--- src/rtl/load_align_seq_unit.sv ---
// rtl/load_align_seq_unit.sv - sequential load unit: aligned bus beats, byte merge, sign/zero extend
//
// Purpose
//   Takes one load at a time from the MEM stage, issues one aligned read beat
//   (two if the access crosses a beat boundary and MISALIGN_SPLIT=1), then
//   extracts the addressed bytes and sign/zero-extends them. Misaligned
//   crossing loads trap when splitting is disabled; bus errors trap as load
//   access faults. Illegal load types complete with zero data and no trap.
//
// Parameters
//   XLEN            32 or 64; NB = XLEN/8 bytes per beat
//   MISALIGN_SPLIT  1: split boundary-crossing loads, 0: trap them
//
// Ports
//   clk_i, rst_i                 clock, synchronous active-high reset
//   req_valid_i / req_ready_o    load request handshake (ready only in IDLE)
//   req_type_i [2:0]             funct3 load type
//   req_addr_i [XLEN-1:0]        byte address
//   mem_valid_o / mem_ready_i    bus read request handshake
//   mem_addr_o [XLEN-1:0]        aligned beat address
//   mem_rvalid_i, mem_rdata_i, mem_err_i   bus read return (err qualified by rvalid)
//   resp_valid_o / resp_ready_i  result handshake
//   resp_data_o [XLEN-1:0]       formatted load data
//   resp_rmask_o [2*NB-1:0]      byte mask relative to the first beat address
//   resp_trap_o, resp_trap_code_o [30:0]   trap flag and cause

module load_align_seq_unit #(
  parameter int XLEN           = 32,
  parameter bit MISALIGN_SPLIT = 1'b1
) (
  input  logic                  clk_i,
  input  logic                  rst_i,
  input  logic                  req_valid_i,
  output logic                  req_ready_o,
  input  logic [2:0]            req_type_i,
  input  logic [XLEN-1:0]       req_addr_i,
  output logic                  mem_valid_o,
  input  logic                  mem_ready_i,
  output logic [XLEN-1:0]       mem_addr_o,
  input  logic                  mem_rvalid_i,
  input  logic [XLEN-1:0]       mem_rdata_i,
  input  logic                  mem_err_i,
  output logic                  resp_valid_o,
  input  logic                  resp_ready_i,
  output logic [XLEN-1:0]       resp_data_o,
  output logic [2*(XLEN/8)-1:0] resp_rmask_o,
  output logic                  resp_trap_o,
  output logic [30:0]           resp_trap_code_o
);

  localparam int NB   = XLEN / 8;
  localparam int OFFW = $clog2(NB);

  localparam logic [30:0] TRAP_CODE_LOAD_ADDR_MISALIGNED = 31'd4;
  localparam logic [30:0] TRAP_CODE_LOAD_ACCESS_FAULT    = 31'd5;

  localparam logic [2:0] S_IDLE  = 3'd0;
  localparam logic [2:0] S_REQ0  = 3'd1;
  localparam logic [2:0] S_WAIT0 = 3'd2;
  localparam logic [2:0] S_REQ1  = 3'd3;
  localparam logic [2:0] S_WAIT1 = 3'd4;
  localparam logic [2:0] S_RESP  = 3'd5;

  logic [2:0]        state_q;
  logic [2:0]        type_q;
  logic [XLEN-1:0]   addr_q;
  logic [XLEN-1:0]   beat0_q;
  logic              cross_q;
  logic [XLEN-1:0]   resp_data_q;
  logic [2*NB-1:0]   resp_rmask_q;
  logic              resp_trap_q;
  logic [30:0]       resp_code_q;

  // Request decode, evaluated on the incoming request in IDLE.
  logic [OFFW-1:0]   req_off;
  logic [3:0]        req_size;
  logic [4:0]        req_end;
  logic              req_cross;
  logic              req_illegal;

  assign req_off   = req_addr_i[OFFW-1:0];
  assign req_size  = 4'd1 << req_type_i[1:0];
  assign req_end   = 5'(req_off) + 5'(req_size);
  assign req_cross = (req_end > 5'(NB));

  // LD and LWU only exist on RV64; funct3 111 is never a load.
  always_comb begin
    req_illegal = (req_type_i == 3'b111);
    if ((XLEN == 32) && ((req_type_i == 3'b011) || (req_type_i == 3'b110))) begin
      req_illegal = 1'b1;
    end
  end

  // Latched request view used by the bus and merge logic.
  logic [OFFW-1:0]   off_q;
  logic [3:0]        size_q;
  logic [XLEN-1:0]   beat0_addr;
  logic [XLEN-1:0]   beat1_addr;

  assign off_q      = addr_q[OFFW-1:0];
  assign size_q     = 4'd1 << type_q[1:0];
  assign beat0_addr = {addr_q[XLEN-1:OFFW], {OFFW{1'b0}}};
  // Natural modulo-2^XLEN wrap for a crossing access at the top of memory.
  assign beat1_addr = beat0_addr + XLEN'(NB);

  // Merge: in WAIT1 the pair is {new beat, stored beat0}; for a single beat
  // the upper half is zero and never selected because off+S <= NB.
  logic [XLEN-1:0]   merge_hi;
  logic [XLEN-1:0]   merge_lo;
  logic [XLEN-1:0]   shifted;
  logic              sign_bit;
  logic [XLEN-1:0]   fmt_data;

  assign merge_hi = (state_q == S_WAIT1) ? mem_rdata_i : '0;
  assign merge_lo = (state_q == S_WAIT1) ? beat0_q     : mem_rdata_i;
  assign shifted  = XLEN'({merge_hi, merge_lo} >> {off_q, 3'b000});

  always_comb begin
    case (size_q)
      4'd1:    sign_bit = shifted[7];
      4'd2:    sign_bit = shifted[15];
      4'd4:    sign_bit = shifted[31];
      default: sign_bit = shifted[XLEN-1];
    endcase
    // funct3[2] selects the unsigned variants.
    if (type_q[2]) begin
      sign_bit = 1'b0;
    end
    fmt_data = '0;
    for (int b = 0; b < NB; b++) begin
      fmt_data[8*b +: 8] = (b < int'(size_q)) ? shifted[8*b +: 8] : {8{sign_bit}};
    end
  end

  // Byte mask: S ones shifted up by the offset inside the first beat.
  logic [2*NB-1:0]   size_mask;
  logic [2*NB-1:0]   rmask_calc;

  always_comb begin
    size_mask = '0;
    for (int i = 0; i < 2*NB; i++) begin
      size_mask[i] = (i < int'(size_q));
    end
  end

  assign rmask_calc = size_mask << off_q;

  always_ff @(posedge clk_i) begin
    if (rst_i) begin
      state_q      <= S_IDLE;
      type_q       <= '0;
      addr_q       <= '0;
      beat0_q      <= '0;
      cross_q      <= 1'b0;
      resp_data_q  <= '0;
      resp_rmask_q <= '0;
      resp_trap_q  <= 1'b0;
      resp_code_q  <= '0;
    end else begin
      case (state_q)
        S_IDLE: begin
          if (req_valid_i) begin
            type_q  <= req_type_i;
            addr_q  <= req_addr_i;
            cross_q <= req_cross;
            if (req_illegal) begin
              resp_data_q  <= '0;
              resp_rmask_q <= '0;
              resp_trap_q  <= 1'b0;
              resp_code_q  <= '0;
              state_q      <= S_RESP;
            end else if (req_cross && (MISALIGN_SPLIT == 1'b0)) begin
              resp_data_q  <= '0;
              resp_rmask_q <= '0;
              resp_trap_q  <= 1'b1;
              resp_code_q  <= TRAP_CODE_LOAD_ADDR_MISALIGNED;
              state_q      <= S_RESP;
            end else begin
              state_q <= S_REQ0;
            end
          end
        end

        S_REQ0: begin
          if (mem_ready_i) begin
            state_q <= S_WAIT0;
          end
        end

        S_WAIT0: begin
          if (mem_rvalid_i) begin
            beat0_q <= mem_rdata_i;
            if (mem_err_i) begin
              resp_data_q  <= '0;
              resp_rmask_q <= '0;
              resp_trap_q  <= 1'b1;
              resp_code_q  <= TRAP_CODE_LOAD_ACCESS_FAULT;
              state_q      <= S_RESP;
            end else if (cross_q) begin
              state_q <= S_REQ1;
            end else begin
              resp_data_q  <= fmt_data;
              resp_rmask_q <= rmask_calc;
              resp_trap_q  <= 1'b0;
              resp_code_q  <= '0;
              state_q      <= S_RESP;
            end
          end
        end

        S_REQ1: begin
          if (mem_ready_i) begin
            state_q <= S_WAIT1;
          end
        end

        S_WAIT1: begin
          if (mem_rvalid_i) begin
            // An error on the second beat discards the stored first beat.
            if (mem_err_i) begin
              resp_data_q  <= '0;
              resp_rmask_q <= '0;
              resp_trap_q  <= 1'b1;
              resp_code_q  <= TRAP_CODE_LOAD_ACCESS_FAULT;
            end else begin
              resp_data_q  <= fmt_data;
              resp_rmask_q <= rmask_calc;
              resp_trap_q  <= 1'b0;
              resp_code_q  <= '0;
            end
            state_q <= S_RESP;
          end
        end

        S_RESP: begin
          if (resp_ready_i) begin
            resp_data_q  <= '0;
            resp_rmask_q <= '0;
            resp_trap_q  <= 1'b0;
            resp_code_q  <= '0;
            state_q      <= S_IDLE;
          end
        end

        default: begin
          state_q <= S_IDLE;
        end
      endcase
    end
  end

  assign req_ready_o      = (state_q == S_IDLE);
  assign mem_valid_o      = (state_q == S_REQ0) || (state_q == S_REQ1);
  assign mem_addr_o       = (state_q == S_REQ1) ? beat1_addr : beat0_addr;
  assign resp_valid_o     = (state_q == S_RESP);
  assign resp_data_o      = resp_data_q;
  assign resp_rmask_o     = resp_rmask_q;
  assign resp_trap_o      = resp_trap_q;
  assign resp_trap_code_o = resp_code_q;

endmodule

--- config.mk ---
export PLATFORM = sky130hd
export DESIGN_NAME = load_align_seq_unit
export DESIGN_NICKNAME = d
export VERILOG_FILES = /design/src/rtl/load_align_seq_unit.sv
export SDC_FILE = /design/constraint.sdc
export NUM_CORES = 1
export LEC_CHECK = 0
export CORE_UTILIZATION = 44
export DETAILED_ROUTE_END_ITERATION = 10
export HOLD_SLACK_MARGIN = 0.1
export PLACE_DENSITY = 0.83
export RECOVER_POWER = 50
export REMOVE_ABC_BUFFERS = 1
export SLEW_MARGIN = 20
export SYNTH_ARGS = -nofsm -noshare
export SYNTH_HDL_FRONTEND = slang
export SYNTH_SLANG_ARGS = --single-unit
--- constraint.sdc ---
create_clock -name clk_i -period 2.2 [get_ports clk_i]
set_clock_uncertainty 0.1 [all_clocks]
set_input_delay 0.44 -clock clk_i [delete_from_list [all_inputs] [get_ports clk_i]]
set_output_delay 0.44 -clock clk_i [all_outputs]
set_load 0.01 [all_outputs]
==> impl_metrics.env <==
export IMPL_final_cell_area_sq_mm=0.0103
export IMPL_synth_seq_cells=112
export IMPL_register_area_sq_mm=0.00227
export IMPL_rsz0062_at_grt="yes"
export IMPL_maxClockFrequency_mhz=333
export IMPL_yosys_area_top_type="dfxtp_1"
export IMPL_pwr_density_cell_mw_per_mm2=667
export IMPL_synthFlopType="dfxtp_1"
export IMPL_grt_usage_pct=27.4
export IMPL_status="complete, but fails checks"
export IMPL_die_w_microns=124
export IMPL_num_vias=7492
export IMPL_critPathKind="reg -> reg"
export IMPL_port_buffers=149
export IMPL_layout_commonest_cell="nand2_1"
export IMPL_hp_class="reg -> reg"
export IMPL_rows=44
export IMPL_grt_util_met3_pct=4.95
export IMPL_power_leakage_nw=4.26
export IMPL_gp_congestion=0.866
export IMPL_synth_top_cell_area_share_pct=34.4
export IMPL_cts_hold_buffers=0
export IMPL_final_cells=1283
export IMPL_crit_path_end_kind="register"
export IMPL_synth_distinct_cells=62
export IMPL_pwr_share_seq_pct=33.0
export IMPL_mostFrequentLayoutCells="nand2_1 (199), buf_4 (101), dfxtp_1 (98)"
export IMPL_synth_xor_area_share_pct=3.90
export IMPL_busiest_layer="met2"
export IMPL_cts_tree="built"
export IMPL_comb_power_share_pct=41.6
export IMPL_via_per_inst=5.84
export IMPL_dp_cells=1213
export IMPL_p_sw_share_pct=34.8
export IMPL_final_critical_path_setup_slack_ns=-0.800
export IMPL_drtIter0Drc=890
export IMPL_setup_viol_count_final=79
export IMPL_chipHeight_microns=124
export IMPL_ant_nets=0
export IMPL_grt_pass1_wl_microns=32500
export IMPL_final_max_slew_viol_count=0
export IMPL_route_detailed_drc=0
export IMPL_initial_core_util_pct=45.0
export IMPL_dieArea_sq_mm=0.0153
export IMPL_numClockSinks=112
export IMPL_gr_total_overflow=0
export IMPL_p_int_w=0.00447
export IMPL_postPlaceCellArea_sq_mm=0.00863
export IMPL_met2_usage_pct=47.0
export IMPL_numCtsBuffers=9
export IMPL_synth_top_family_by_area="simple AND/OR/NAND/NOR gates"
export IMPL_layout_drive_gt1_share_pct=31.8
export IMPL_layout_nets=1171
export IMPL_crit_fanout=8
export IMPL_switchingPower_w=0.00238
export IMPL_netlist_area_sq_mm=0.00651
export IMPL_crit_arrival_ns=3.19
export IMPL_grt_start_max_net_pins=79
export IMPL_n_antenna_cell=0
export IMPL_synth_area_leaders="dfxtp_1 (34%), nand2_1 (12%), mux2i_1 (10%)"
export IMPL_area_growth_pct=57.7
export IMPL_fin_crit_ns=3.00
export IMPL_syn_avg_cell_area_sq_um=7.68
export IMPL_grt_pass1_vias=6695
export IMPL_hold_start="resp_data_o[23]"
export IMPL_multi_input_area_sq_mm=0.00457
export IMPL_cts_buffer_depth=2
export IMPL_io_pins=181
export IMPL_async_flop_share_pct=0
export IMPL_relSlewSlack_pct=20.9
export IMPL_tightestPinTransition_ns=1.17
export IMPL_startpoint_type="register"
export IMPL_synth_edff_count=0
export IMPL_path_clk_slew_ns=0.08
export IMPL_clk_latency_ns=0.37
export IMPL_final_setup_tns_ns=-26.36
export IMPL_violations="setup timing"
export IMPL_synth_compound_area_share_pct=18.4
export IMPL_htree_levels=3
export IMPL_routed_wl_microns=24800
export IMPL_fillers=967
export IMPL_cts_root_buf="clkbuf_16"
export IMPL_hold_violations=0
export IMPL_wl_per_cell_microns=19.4
export IMPL_hpwlAfterDp_microns=13300
export IMPL_grt_antenna_before_repair=0
export IMPL_p_clk_share_pct=25.4
export IMPL_ys_seq_area_share_pct=34.4
export IMPL_synth_cells=848
export IMPL_worstPathRequired_ns=2.39
export IMPL_ir_drop_mv=0.386
export IMPL_rr_startpoint="state_q[0]"
export IMPL_cap_violations=0
export IMPL_grt_use_met1_pct=32.4
export IMPL_synthSimpleGateAreaFrac_pct=22.3
export IMPL_synth_fa_ha_area_share_pct=0.692
export IMPL_drtPass1Iterations=8
export IMPL_period_share_pct=136
export IMPL_core_area_sq_mm=0.0145
export IMPL_synth_area_mux_share_pct=11.1
export IMPL_worstSetupStartpoint="state_q[0]"
export IMPL_yosysWarnings=0
flip-flops by register name, summed over array words and instances (netlist names):
| name | cells |
|---|---|
| addr_q | 32 |
| beat0_q | 32 |
| cross_q | 1 |
| resp_data_o | 32 |
| resp_rmask_o | 8 |
| resp_trap_code_o | 1 |
| state_q | 3 |
| type_q | 3 |
routing by layer:
layer / routed length (microns) / part of all wire [%]
met5: 0 / 0
met4: 1470 / 5.9
met3: 2100 / 8.5
met2: 12000 / 48
met1: 9230 / 37
timing repair:
item,in CTS,in global routing
hold endpoints to repair,0,0
setup buffers,31,29
resized for setup,249,136
setup endpoints to repair,63,75
cloned,3,6
pin swaps,53,70
power groups by stage:
stage          Sequential [W]  Combinational, W  Clock (W)
3_3_place_gp          0.00227           0.00194          0
3_5_place_dp          0.00228           0.00197          0
5_1_grt               0.00227           0.00298    0.00182
6_report              0.00226           0.00285    0.00174
4_1_cts               0.00225           0.00239    0.00172
2_1_floorplan         0.00235          0.000923          0
cell usage after synthesis (9+ instances only):
library cell,count
a31oi_1,9
nand3_1,12
and3_1,11
nand2_1,209
o21ai_0,47
dfxtp_1,112
xor2_1,9
o21ai_2,10
mux2i_1,68
clkbuf_1,41
buf_2,16
nor2_1,39
nand2b_1,14
a21oi_1,83
buf_4,36
xnor2_1,20
kinds of logic (layout without fill, tap and decap cells):
logic type | Yosys count | count (layout)
adders and majority gates | 3 | 3
muxes | 71 | 71
other | 1 | 31
buffers and inverters | 107 | 328
AOI/OAI and AO/OA | 196 | 196
DFF | 112 | 112
and+or+nand+nor | 329 | 329
xor gates and xnor gates | 29 | 29
cell type report:
| type | count | area share (%) |
|---|---|---|
| multi-input combinational | 659 | 44.6 |
| timing repair buffer | 305 | 27.9 |
| clock inverter | 5 | 0.524 |
| tap | 184 | 2.24 |
| clock buffer | 11 | 2.46 |
| inverter | 7 | 0.256 |
| sequential | 112 | 22.1 |
metrics by stage:
stage	utilization (%)	worst slack (ns)	total power (W)	hold slack, ns
after floorplan	-	-1.10	0.00327	0.326
after global placement	59.6	-0.669	0.00422	0.325
after detailed placement	59.6	-0.670	0.00425	0.336
after CTS	66.8	-0.533	0.00636	0.346
after global routing	70.9	-0.788	0.00707	0.358
final	70.9	-0.800	0.00685	0.346
worst max-delay path, stage by stage, from the launching register on:
cell      delay [ns]
dfxtp_4         0.36
buf_6           0.11
buf_12          0.12
nor4bb_1        0.98
a32oi_2         0.24
o211a_1         0.24
a211oi_2        0.31
a31oi_4         0.16
buf_8           0.18
o21ai_2         0.11
worst paths after layout:
path              depth (start not counted)  slack, ns         endpoint
setup / recovery                          9      -0.80  resp_data_o[29]
hold / removal                            2       0.35  resp_data_o[23]
setup reg to reg                          9      -0.80  resp_data_o[29]
hold reg to reg                           2       0.35  resp_data_o[23]
Note: power is estimated with default switching activity, not from simulation.
